<file path="config.mk">
export PLATFORM = sky130hd
export DESIGN_NAME = checker_wb_loader
export DESIGN_NICKNAME = d
export VERILOG_FILES = /design/src/rtl/checker_wb_loader.sv
export SDC_FILE = /design/constraint.sdc
export NUM_CORES = 1
export LEC_CHECK = 0
export BUFFER_PORTS_ARGS = -buffer_cell sky130_fd_sc_hd__buf_2
export CAP_MARGIN = 40
export CORE_UTILIZATION = 44
export DETAILED_ROUTE_END_ITERATION = 10
export PLACE_DENSITY = 0.83
export SLEW_MARGIN = 25
export SYNTH_ARGS = -nofsm -noshare
export SYNTH_HDL_FRONTEND = slang
export SYNTH_SLANG_ARGS = --single-unit
</file>
<file path="constraint.sdc">
create_clock -name sys_clk -period 2 [get_ports sys_clk]
set_input_delay 0.4 -clock sys_clk [delete_from_list [all_inputs] [get_ports sys_clk]]
set_output_delay 0.4 -clock sys_clk [all_outputs]
set_load 0.1 [all_outputs]
</file>
<file path="src/rtl/checker_wb_loader.sv">
// checker_wb_loader: Wishbone write master filling checker program memory from a 32-bit word stream.
// Latency: 3 cycles/word (FETCH 1, WRITE 2), 5 with CHECKER_LOADER_VERIFY_EN read-back; done 1 cycle after last ack.
// Backpressure: s_ready only in FETCH; a stalled stream never times out; a stalled bus aborts after ACK_TIMEOUT cycles.
module checker_wb_loader #(
    parameter int LEN_W       = 16,
    parameter int ACK_TIMEOUT = 255
) (
    input  logic             sys_clk,
    input  logic             sys_rst_n,
    input  logic             start,
    input  logic [31:0]      base_adr,
    input  logic [LEN_W-1:0] len,
    input  logic             abort,
    output logic             busy,
    output logic             done,
    output logic             err,
    input  logic [31:0]      s_dat,
    input  logic             s_valid,
    output logic             s_ready,
    output logic [31:0]      wb_adr_o,
    output logic [31:0]      wb_dat_o,
    input  logic [31:0]      wb_dat_i,
    output logic [3:0]       wb_sel_o,
    output logic             wb_stb_o,
    output logic             wb_cyc_o,
    output logic             wb_we_o,
    input  logic             wb_ack_i
`ifdef CHECKER_LOADER_VERIFY_EN
    ,
    output logic [31:0]      fail_adr
`endif
);

    localparam int TMO_W = (ACK_TIMEOUT < 2) ? 1 : $clog2(ACK_TIMEOUT);
    localparam logic [TMO_W-1:0] TMO_LAST = TMO_W'(ACK_TIMEOUT - 1);

    typedef enum logic [2:0] {
        ST_IDLE,
        ST_FETCH,
        ST_WRITE,
`ifdef CHECKER_LOADER_VERIFY_EN
        ST_VERIFY,
`endif
        ST_DONE
    } state_t;

    state_t           state_q, state_d;
    logic             busy_q, busy_d;
    logic             done_q, done_d;
    logic             err_q, err_d;
    logic [31:0]      adr_q, adr_d;
    logic [31:0]      dat_q, dat_d;
    logic             stb_q, stb_d;
    logic             we_q, we_d;
    logic [LEN_W-1:0] cnt_q, cnt_d;
    logic [TMO_W-1:0] tmo_q, tmo_d;
    logic             abort_seen_q, abort_seen_d;
    logic             finish_word;
`ifdef CHECKER_LOADER_VERIFY_EN
    logic [31:0]      fail_adr_q, fail_adr_d;
`else
    logic             unused_rd_dat;
    assign unused_rd_dat = ^wb_dat_i;
`endif

    always_comb begin
        state_d      = state_q;
        err_d        = err_q;
        adr_d        = adr_q;
        dat_d        = dat_q;
        stb_d        = stb_q;
        we_d         = we_q;
        cnt_d        = cnt_q;
        tmo_d        = tmo_q;
        abort_seen_d = abort_seen_q;
`ifdef CHECKER_LOADER_VERIFY_EN
        fail_adr_d   = fail_adr_q;
`endif
        // An abort arriving in the same cycle as the ack still ends the transfer after this word.
        finish_word  = (cnt_q == LEN_W'(1)) || abort_seen_q || abort;

        case (state_q)
            ST_IDLE: begin
                if (start) begin
                    adr_d        = {base_adr[31:2], 2'b00};
                    cnt_d        = len;
                    err_d        = 1'b0;
                    abort_seen_d = 1'b0;
                    state_d      = (len != '0) ? ST_FETCH : ST_DONE;
                end
            end
            ST_FETCH: begin
                if (abort) begin
                    state_d = ST_DONE;
                end else if (s_valid) begin
                    dat_d   = s_dat;
                    stb_d   = 1'b1;
                    we_d    = 1'b1;
                    tmo_d   = '0;
                    state_d = ST_WRITE;
                end
            end
            ST_WRITE: begin
                abort_seen_d = abort_seen_q | abort;
                if (wb_ack_i) begin
`ifdef CHECKER_LOADER_VERIFY_EN
                    // Strobe stays up: the read-back follows as a back-to-back cycle.
                    we_d    = 1'b0;
                    tmo_d   = '0;
                    state_d = ST_VERIFY;
`else
                    stb_d   = 1'b0;
                    we_d    = 1'b0;
                    adr_d   = adr_q + 32'd4;
                    cnt_d   = cnt_q - LEN_W'(1);
                    state_d = finish_word ? ST_DONE : ST_FETCH;
`endif
                end else if (tmo_q == TMO_LAST) begin
                    stb_d   = 1'b0;
                    we_d    = 1'b0;
                    err_d   = 1'b1;
                    state_d = ST_DONE;
                end else begin
                    tmo_d = tmo_q + TMO_W'(1);
                end
            end
`ifdef CHECKER_LOADER_VERIFY_EN
            ST_VERIFY: begin
                abort_seen_d = abort_seen_q | abort;
                if (wb_ack_i) begin
                    stb_d = 1'b0;
                    if ((wb_dat_i != dat_q) && !err_q) begin
                        err_d      = 1'b1;
                        fail_adr_d = adr_q;
                    end
                    adr_d   = adr_q + 32'd4;
                    cnt_d   = cnt_q - LEN_W'(1);
                    state_d = finish_word ? ST_DONE : ST_FETCH;
                end else if (tmo_q == TMO_LAST) begin
                    stb_d   = 1'b0;
                    err_d   = 1'b1;
                    state_d = ST_DONE;
                end else begin
                    tmo_d = tmo_q + TMO_W'(1);
                end
            end
`endif
            ST_DONE: begin
                state_d = ST_IDLE;
            end
            default: begin
                state_d = ST_IDLE;
            end
        endcase

        busy_d = (state_d != ST_IDLE);
        done_d = (state_d == ST_DONE);
    end

    always_ff @(posedge sys_clk) begin
        if (!sys_rst_n) begin
            state_q      <= ST_IDLE;
            busy_q       <= 1'b0;
            done_q       <= 1'b0;
            err_q        <= 1'b0;
            adr_q        <= '0;
            dat_q        <= '0;
            stb_q        <= 1'b0;
            we_q         <= 1'b0;
            cnt_q        <= '0;
            tmo_q        <= '0;
            abort_seen_q <= 1'b0;
`ifdef CHECKER_LOADER_VERIFY_EN
            fail_adr_q   <= '0;
`endif
        end else begin
            state_q      <= state_d;
            busy_q       <= busy_d;
            done_q       <= done_d;
            err_q        <= err_d;
            adr_q        <= adr_d;
            dat_q        <= dat_d;
            stb_q        <= stb_d;
            we_q         <= we_d;
            cnt_q        <= cnt_d;
            tmo_q        <= tmo_d;
            abort_seen_q <= abort_seen_d;
`ifdef CHECKER_LOADER_VERIFY_EN
            fail_adr_q   <= fail_adr_d;
`endif
        end
    end

    assign busy     = busy_q;
    assign done     = done_q;
    assign err      = err_q;
    assign wb_adr_o = adr_q;
    assign wb_dat_o = dat_q;
    assign wb_stb_o = stb_q;
    assign wb_cyc_o = stb_q;
    assign wb_we_o  = we_q;
    assign wb_sel_o = {4{stb_q}};
    assign s_ready  = (state_q == ST_FETCH);
`ifdef CHECKER_LOADER_VERIFY_EN
    assign fail_adr = fail_adr_q;
`endif

endmodule

</file>
==> results of run 1 <==
## cell type report
type	instances	share of cell area
well taps	136	0.0280
multi-input cells	467	0.445
inverters	10	0.00679
flip-flops and latches	94	0.320
clock buffers	10	0.0226
repair buffers	186	0.170
clock inverters	6	0.00823
## routing by layer
metal	share of wire	vias up	track usage
li1	-	2544	-
met1	0.41	2495	0.303
met3	0.062	53	0.0448
met5	0	-	0
met4	0.036	0	0.139
met2	0.49	239	0.434
## final timing paths
check / start / cells after the start / to
min reg2reg: wb_dat_o[17] / 2 / wb_dat_o[17]
min: s_dat[12] / 3 / wb_dat_o[12]
max reg2reg: cnt_q[6] / 5 / cnt_q[14]
max: cnt_q[6] / 5 / cnt_q[14]
## placed cells by master (no fill, tap or decap), types with 5 or more instances in the layout
master,synthesis,layout
sky130_fd_sc_hd__inv_1,10,8
sky130_fd_sc_hd__buf_4,8,29
sky130_fd_sc_hd__nor3_1,12,11
sky130_fd_sc_hd__o21ai_0,45,45
sky130_fd_sc_hd__dfxtp_1,94,69
sky130_fd_sc_hd__nor2_1,52,51
sky130_fd_sc_hd__or3_1,5,5
sky130_fd_sc_hd__dfxtp_4,0,13
sky130_fd_sc_hd__nand3_1,17,16
sky130_fd_sc_hd__a31oi_1,6,6
sky130_fd_sc_hd__o22ai_1,5,5
sky130_fd_sc_hd__a311oi_1,11,11
sky130_fd_sc_hd__and3_1,10,10
sky130_fd_sc_hd__a22oi_1,8,8
sky130_fd_sc_hd__buf_2,7,155
sky130_fd_sc_hd__nand4_1,10,10
sky130_fd_sc_hd__nand2_1,101,101
sky130_fd_sc_hd__clkbuf_8,0,10
sky130_fd_sc_hd__nor4_1,9,9
sky130_fd_sc_hd__dfxtp_2,0,12
sky130_fd_sc_hd__and2_1,8,8
sky130_fd_sc_hd__a21oi_1,74,74
sky130_fd_sc_hd__a211oi_1,11,11
sky130_fd_sc_hd__xnor2_1,7,7
## worst max-delay path, stage by stage (launching register included)
cell and delay [ps]:
sky130_fd_sc_hd__dfxtp_1 360, sky130_fd_sc_hd__or4_1 670, sky130_fd_sc_hd__nor4_2 420, sky130_fd_sc_hd__a21oi_1 120, sky130_fd_sc_hd__o21ai_0 180, sky130_fd_sc_hd__a21oi_1 80
## state kept, by name, indices dropped and copies added, names as in the netlist
name          flops
state_q           3
tmo_q             8
wb_we_o           1
wb_adr_o         30
busy              1
wb_dat_o         32
cnt_q            16
done              1
err               1
abort_seen_q      1
## power by group through the flow
| stage | Clock, mW | Sequential (mW) | Combinational [mW] |
|---|---|---|---|
| after floorplan | 0 | 2.32 | 0.280 |
| after global placement | 0 | 2.04 | 0.778 |
| after detailed placement | 0 | 2.05 | 0.796 |
| after CTS | 1.27 | 2.00 | 0.800 |
| after global routing | 1.34 | 2.02 | 0.855 |
| final | 1.24 | 2.01 | 0.811 |
## logic make-up after synthesis
kind of cell    after synthesis  share of synthesized area
fa+ha+maj                     5                     0.0130
simple gates                252                      0.264
other cells                   1                   0.000781
xor+xnor                      7                     0.0128
mux                           2                    0.00417
compound gates              198                      0.256
buf+inv                      62                     0.0568
flops                        94                      0.392
## timing repair
action	CTS	global route
hold endpoints to repair	0	0
endpoints found under the setup margin	1	6
gates resized for setup	1	3
## through the flow
stage	power (mW)	hold WS (ps)	worst slack (ps)	instance area, sq um
final	4.06	252	52.9	6080
after global routing	4.22	235	-35.8	6080
after global placement	2.82	439	80.6	5880
after floorplan	2.60	459	-19.3	4920
after CTS	4.08	229	17.9	6070
after detailed placement	2.84	446	36.4	5880
==> impl_results.html, run 1 <==
<table>
<tr><th>Metric</th><th>Value</th></tr>
<tr><th colspan="2">STA</th></tr>
<tr><td>Setup repair after global routing missed its margin</td><td>true</td></tr>
<tr><td>Clock Skews</td><td>8.84 ps</td></tr>
<tr><td>Max-slew headroom</td><td>0.632</td></tr>
<tr><td>Total negative slack</td><td>0 ps</td></tr>
<tr><td>Top achievable clock speed</td><td>0.514 GHz</td></tr>
<tr><td>Final number of hold-violating endpoints</td><td>0</td></tr>
<tr><td>Worst Tran Pin Value</td><td>547 ps</td></tr>
<tr><td>Share of the cycle needed by the critical path after routing</td><td>0.974</td></tr>
<tr><td>Shortest period the worst path allows</td><td>1950 ps</td></tr>
<tr><td>Final Max Slew Viols</td><td>0</td></tr>
<tr><td>Setup violations, final</td><td>0</td></tr>
<tr><th colspan="2">Synthesis</th></tr>
<tr><td>Synthesized area per cell</td><td>7.73 sq um</td></tr>
<tr><td>Fraction of the yosys area taken by sequential cells</td><td>0.392</td></tr>
<tr><td>Post-synthesis async set-or-reset flop share</td><td>0</td></tr>
<tr><td>Top cell types by occurrence after synthesis</td><td>sky130_fd_sc_hd__nand2_1 (101), sky130_fd_sc_hd__dfxtp_1 (94), sky130_fd_sc_hd__a21oi_1 (74), sky130_fd_sc_hd__nor2_1 (52), sky130_fd_sc_hd__o21ai_0 (45)</td></tr>
<tr><td>Count of distinct cell types in the synthesized netlist</td><td>61</td></tr>
<tr><td>Yosys Warn Count</td><td>0</td></tr>
<tr><td>Number of storage elements in the synthesis netlist</td><td>94</td></tr>
<tr><td>Instance count of the mapped netlist</td><td>621</td></tr>
<tr><td>Largest area contributor in the netlist</td><td>sky130_fd_sc_hd__dfxtp_1</td></tr>
<tr><td>Biggest area contributors in the synthesized netlist</td><td>sky130_fd_sc_hd__dfxtp_1 (39%), sky130_fd_sc_hd__nand2_1 (7.9%), sky130_fd_sc_hd__a21oi_1 (7.7%)</td></tr>
<tr><td>Cell area after synthesis</td><td>4800 sq um</td></tr>
<tr><td>Most repeated cell in the gate-level netlist after synthesis</td><td>sky130_fd_sc_hd__nand2_1</td></tr>
<tr><td>Primary FF master, synth</td><td>sky130_fd_sc_hd__dfxtp_1</td></tr>
<tr><td>Area share of the largest cell type after synthesis</td><td>0.392</td></tr>
<tr><td>Number of flops mapped to enable cells by yosys</td><td>0</td></tr>
<tr><th colspan="2">Die</th></tr>
<tr><td>Overall die width</td><td>106 um</td></tr>
<tr><td>Total number of placement rows</td><td>37</td></tr>
<tr><td>Ports</td><td>193</td></tr>
<tr><td>Initial Utilization</td><td>0.459</td></tr>
<tr><td>Core Area</td><td>10500 sq um</td></tr>
<tr><td>Die Span Y</td><td>106 um</td></tr>
<tr><td>Total die area</td><td>11300 sq um</td></tr>
<tr><th colspan="2">Critical path</th></tr>
<tr><td>Startpoint types</td><td>flop</td></tr>
<tr><td>Required time worst endpoint</td><td>2250 ps</td></tr>
<tr><td>Kind of critical path</td><td>flop to flop</td></tr>
<tr><td>CP max FO</td><td>6</td></tr>
<tr><td>Internal reg-to-reg setup slack</td><td>50 ps</td></tr>
<tr><td>Kind of capture point of the worst setup path</td><td>flop</td></tr>
<tr><td>Critical path data arrival time</td><td>2200 ps</td></tr>
<tr><th colspan="2">Clock tree</th></tr>
<tr><td>Number of clock buffers inserted by TritonCTS</td><td>9</td></tr>
<tr><td>Root buffer selected by CTS</td><td>sky130_fd_sc_hd__clkbuf_8</td></tr>
<tr><td>CTS tree</td><td>yes</td></tr>
<tr><td>H-Tree Depth</td><td>3</td></tr>
<tr><td>CTS max path bufs</td><td>2</td></tr>
<tr><td>Number of clock sinks</td><td>94</td></tr>
<tr><td>Post-CTS Hold Buffers</td><td>0</td></tr>
<tr><td>Postcts setup bufs</td><td>0</td></tr>
<tr><td>Clock input transition at the sequential cells of the worst setup and hold paths</td><td>100 ps</td></tr>
<tr><td>Clock Latency Late Sink</td><td>370 ps</td></tr>
<tr><th colspan="2">Layout</th></tr>
<tr><td>Number of inserted diodes</td><td>0</td></tr>
<tr><td>Area used by multi-input combinational logic</td><td>2710 sq um</td></tr>
<tr><td>Number of filler instances in the final layout</td><td>941</td></tr>
<tr><td>Non-Filler Instances</td><td>909</td></tr>
<tr><td>Final layout net count</td><td>891</td></tr>
<tr><td>P&amp;R area growth vs syn</td><td>26.7%</td></tr>
<tr><td>Util after Layout</td><td>0.582</td></tr>
<tr><td>Area occupied by registers</td><td>1950 sq um</td></tr>
<tr><td>Share of layout cells above drive strength 1</td><td>0.327</td></tr>
<tr><th colspan="2">Placed design</th></tr>
<tr><td>Gpl congestion</td><td>0.889</td></tr>
<tr><td>Placed instance count</td><td>893</td></tr>
<tr><td>Dpl hpwl</td><td>10.4 mm</td></tr>
<tr><td>Count of buffers from port buffering</td><td>156</td></tr>
<tr><th colspan="2">Pwr</th></tr>
<tr><td>Net Sw Power</td><td>1.40 mW</td></tr>
<tr><td>Share of power burned in the clock network</td><td>0.306</td></tr>
<tr><td>Pint</td><td>2.66 mW</td></tr>
<tr><td>Power per Cell Area</td><td>667 nW/um^2</td></tr>
<tr><td>Combinational fraction of design power</td><td>0.200</td></tr>
<tr><td>Sequential cell fraction of total power</td><td>0.494</td></tr>
<tr><td>Worst ir drop on vdd</td><td>0.403 mV</td></tr>
<tr><td>Static leakage</td><td>2.53 nW</td></tr>
<tr><td>Fraction of power spent switching nets</td><td>0.345</td></tr>
<tr><th colspan="2">Drt</th></tr>
<tr><td>Via total after detailed routing</td><td>5331</td></tr>
<tr><td>Detailed Route WL</td><td>14.6 mm</td></tr>
<tr><td>Total DRC errors in the routed layout</td><td>0</td></tr>
<tr><td>WL per Instance</td><td>16.0 um</td></tr>
<tr><td>Vias per cell</td><td>5.86</td></tr>
<tr><td>Count of antenna-violating nets left after detailed routing</td><td>0</td></tr>
<tr><td>Drt first-iter violations</td><td>530</td></tr>
<tr><td>First-pass iteration count of the detailed router</td><td>5</td></tr>
<tr><th colspan="2">Run</th></tr>
<tr><td>Max-Cap Viols</td><td>0</td></tr>
<tr><th colspan="2">Global route</th></tr>
<tr><td>First-pass GRT wire length</td><td>23.1 mm</td></tr>
<tr><td>Number of antenna violations at the first check in global routing</td><td>0</td></tr>
<tr><td>Total Routing Usage GR</td><td>0.255</td></tr>
<tr><td>Pin count of the biggest net entering global routing</td><td>37</td></tr>
<tr><td>Via count of the first global-routing pass</td><td>4953</td></tr>
<tr><td>Total congestion overflow</td><td>0</td></tr>
<tr><th colspan="2">Worst hold path</th></tr>
<tr><td>Kind of path behind the tightest hold check</td><td>input pin to flop</td></tr>
<tr><th colspan="2">Run status</th></tr>
<tr><td>Result of the run</td><td>finished, final reports clean</td></tr>
</table>
(Power assumes the default switching activity.)
==> inputs of run 2 (changes only) <==
CTS_CLUSTER_DIAMETER = 50   (was unset)
RECOVER_POWER = 100   (was unset)
==> impl_results.html, run 2 (synthesized netlist as in run 1, its figures left out) <==
<table>
<tr><th>Metric</th><th>Value</th></tr>
<tr><th colspan="2">Global route</th></tr>
<tr><td>Total congestion overflow</td><td>0 (unchanged)</td></tr>
<tr><td>Total Routing Usage GR</td><td>0.255 (unchanged)</td></tr>
<tr><td>First-pass GRT wire length</td><td>23.1 mm (unchanged)</td></tr>
<tr><td>Number of antenna violations at the first check in global routing</td><td>0 (unchanged)</td></tr>
<tr><td>Pin count of the biggest net entering global routing</td><td>37 (unchanged)</td></tr>
<tr><td>Via count of the first global-routing pass</td><td>4953 (unchanged)</td></tr>
<tr><th colspan="2">Die</th></tr>
<tr><td>Die Span Y</td><td>106 um (unchanged)</td></tr>
<tr><td>Core Area</td><td>10500 sq um (unchanged)</td></tr>
<tr><td>Total die area</td><td>11300 sq um (unchanged)</td></tr>
<tr><td>Overall die width</td><td>106 um (unchanged)</td></tr>
<tr><td>Initial Utilization</td><td>0.459 (unchanged)</td></tr>
<tr><td>Total number of placement rows</td><td>37 (unchanged)</td></tr>
<tr><td>Ports</td><td>193 (unchanged)</td></tr>
<tr><th colspan="2">Clock tree</th></tr>
<tr><td>Clock Latency Late Sink</td><td>370 ps (about the same)</td></tr>
<tr><td>Number of clock buffers inserted by TritonCTS</td><td>9 (unchanged)</td></tr>
<tr><td>CTS max path bufs</td><td>2 (unchanged)</td></tr>
<tr><td>Number of clock sinks</td><td>94 (unchanged)</td></tr>
<tr><td>Cells resized by post-CTS repair</td><td>1 (unchanged)</td></tr>
<tr><td>Postcts setup bufs</td><td>0 (unchanged)</td></tr>
<tr><td>CTS tree</td><td>yes</td></tr>
<tr><td>Root buffer selected by CTS</td><td>sky130_fd_sc_hd__clkbuf_8</td></tr>
<tr><td>Post-CTS Hold Buffers</td><td>0 (unchanged)</td></tr>
<tr><td>H-Tree Depth</td><td>3 (unchanged)</td></tr>
<tr><td>Clock input transition at the sequential cells of the worst setup and hold paths</td><td>100 ps (about the same)</td></tr>
<tr><th colspan="2">Run status</th></tr>
<tr><td>Result of the run</td><td>finished, final reports clean</td></tr>
<tr><th colspan="2">Layout</th></tr>
<tr><td>Area used by multi-input combinational logic</td><td>2690 sq um (-0.51%)</td></tr>
<tr><td>P&amp;R area growth vs syn</td><td>26.2%</td></tr>
<tr><td>Top library cells by usage in the layout, fill and taps aside</td><td>sky130_fd_sc_hd__nand2_1 (101), sky130_fd_sc_hd__buf_2 (83), sky130_fd_sc_hd__clkbuf_2 (75), sky130_fd_sc_hd__a21oi_1 (74), sky130_fd_sc_hd__dfxtp_1 (70)</td></tr>
<tr><td>Non-Filler Instances</td><td>909 (unchanged)</td></tr>
<tr><td>Area occupied by registers</td><td>1940 sq um (about the same)</td></tr>
<tr><td>Share of layout cells above drive strength 1</td><td>0.325 (-0.00259)</td></tr>
<tr><td>Final layout net count</td><td>891 (unchanged)</td></tr>
<tr><td>Number of filler instances in the final layout</td><td>945 (+0.43%)</td></tr>
<tr><td>Number of inserted diodes</td><td>0 (unchanged)</td></tr>
<tr><td>Number of flip-flops in the largest register</td><td>32 (unchanged)</td></tr>
<tr><td>Most frequent standard cell in the layout excluding fill and tap cells</td><td>sky130_fd_sc_hd__nand2_1</td></tr>
<tr><th colspan="2">STA</th></tr>
<tr><td>Clock Skews</td><td>10.2 ps (+1.32 ps)</td></tr>
<tr><td>Total negative slack</td><td>0 ps (unchanged)</td></tr>
<tr><td>Share of the cycle needed by the critical path after routing</td><td>0.971 (-0.00279)</td></tr>
<tr><td>Final number of hold-violating endpoints</td><td>0 (unchanged)</td></tr>
<tr><td>Worst Tran Pin Value</td><td>570 ps (+22.7 ps)</td></tr>
<tr><td>Max-slew headroom</td><td>0.622 (-0.0105)</td></tr>
<tr><td>Worst slack on hold paths</td><td>253 ps (+0.895 ps)</td></tr>
<tr><td>Final Max Slew Viols</td><td>0 (unchanged)</td></tr>
<tr><td>Setup violations, final</td><td>0 (unchanged)</td></tr>
<tr><td>Shortest period the worst path allows</td><td>1940 ps (-5.57 ps)</td></tr>
<tr><td>Setup repair after global routing missed its margin</td><td>true</td></tr>
<tr><td>Top achievable clock speed</td><td>0.515 GHz (+0.29%)</td></tr>
<tr><th colspan="2">Worst hold path</th></tr>
<tr><td>Kind of path behind the tightest hold check</td><td>input pin to flop</td></tr>
<tr><td>Number of instances on the worst hold path</td><td>3 (unchanged)</td></tr>
<tr><th colspan="2">Critical path</th></tr>
<tr><td>Critical path data arrival time</td><td>2190 ps (about the same)</td></tr>
<tr><td>CP max FO</td><td>6 (unchanged)</td></tr>
<tr><td>Kind of critical path</td><td>flop to flop</td></tr>
<tr><td>Chain of cells forming the critical path</td><td>or4_1 &gt; nor4_2 &gt; a21oi_1 &gt; o21ai_0 &gt; a21oi_1</td></tr>
<tr><td>CP most frequent cell</td><td>sky130_fd_sc_hd__a21oi_1</td></tr>
<tr><td>Max stage delay cell, worst path</td><td>sky130_fd_sc_hd__or4_1</td></tr>
<tr><td>Required time worst endpoint</td><td>2250 ps (about the same)</td></tr>
<tr><td>Biggest cell delay along the critical path</td><td>670 ps (about the same)</td></tr>
<tr><td>Kind of capture point of the worst setup path</td><td>flop</td></tr>
<tr><td>Startpoint types</td><td>flop</td></tr>
<tr><td>Worst Reg2Reg Path Length in Cells</td><td>5 (unchanged)</td></tr>
<tr><th colspan="2">Drt</th></tr>
<tr><td>Via total after detailed routing</td><td>5345 (+0.26%)</td></tr>
<tr><td>Detailed Route WL</td><td>14.5 mm (-0.16%)</td></tr>
<tr><td>WL per Instance</td><td>16.0 um (-0.16%)</td></tr>
<tr><td>Drt first-iter violations</td><td>539 (+1.7%)</td></tr>
<tr><td>Vias per cell</td><td>5.88 (+0.26%)</td></tr>
<tr><td>Count of antenna-violating nets left after detailed routing</td><td>0 (unchanged)</td></tr>
<tr><td>First-pass iteration count of the detailed router</td><td>7 (+2)</td></tr>
<tr><td>Total DRC errors in the routed layout</td><td>0 (unchanged)</td></tr>
<tr><th colspan="2">Pwr</th></tr>
<tr><td>Worst ir drop on vdd</td><td>0.403 mV (about the same)</td></tr>
<tr><td>Static leakage</td><td>2.44 nW (-3.3%)</td></tr>
<tr><td>Power per Cell Area</td><td>669 nW/um^2 (+0.24%)</td></tr>
<tr><td>Overall power consumption</td><td>4.05 mW (-0.17%)</td></tr>
<tr><th colspan="2">Placed design</th></tr>
<tr><td>Placed instance count</td><td>893 (unchanged)</td></tr>
<tr><td>Count of buffers from port buffering</td><td>156 (unchanged)</td></tr>
<tr><td>Gpl congestion</td><td>0.889 (unchanged)</td></tr>
<tr><td>Dpl hpwl</td><td>10.4 mm (unchanged)</td></tr>
<tr><th colspan="2">Run</th></tr>
<tr><td>Max-Cap Viols</td><td>0 (unchanged)</td></tr>
</table>
==> run 2: path summary, 6_finish.rpt <==
check                     from  slack [ps]      endpoint
setup / recovery      cnt_q[6]          60     cnt_q[14]
hold / removal       s_dat[18]         250  wb_dat_o[18]
setup reg to reg      cnt_q[6]          60     cnt_q[14]
hold reg to reg   wb_dat_o[17]         460  wb_dat_o[17]
==> run 2: final cells by class <==
cell class	count	area share
Multi-Input combinational cell	467	0.444
Clock buffer	10	0.0227
Timing Repair Buffer	186	0.169
Inverter	10	0.00640
Tap cell	136	0.0281
Sequential cell	94	0.321
Clock inverter	6	0.00826
==> run 2: power by group <==
group,total (mW),internal [mW],switching [mW]
sequential,2.01,1.93,0.0784
combinational,0.806,0.222,0.584
clock,1.24,0.506,0.735
total,4.05,2.66,1.40
==> run 2: worst max-delay path: cells and delay by family (launching register included) <==
kind	cells	cell delay [ps]
AND/OR/NAND/NOR	2	1090
AO/OA/AOI/OAI	3	370
flip-flops	1	360
==> run 2: routing by layer <==
metal,GRT usage,wire length (um)
met5,0,0
met2,0.434,7150
met4,0.139,515
met3,0.0448,819
met1,0.303,6060
==> run 2: through the flow <==
stage | setup WS, ps | utilization | area [sq um]
6_report | 58.4 | 0.579 | 6060
5_1_grt | -35.8 | 0.579 | 6060
4_1_cts | 17.9 | 0.580 | 6070
3_5_place_dp | 36.4 | 0.562 | 5880
3_3_place_gp | 80.6 | 0.562 | 5880
2_1_floorplan | -19.3 | - | 4920
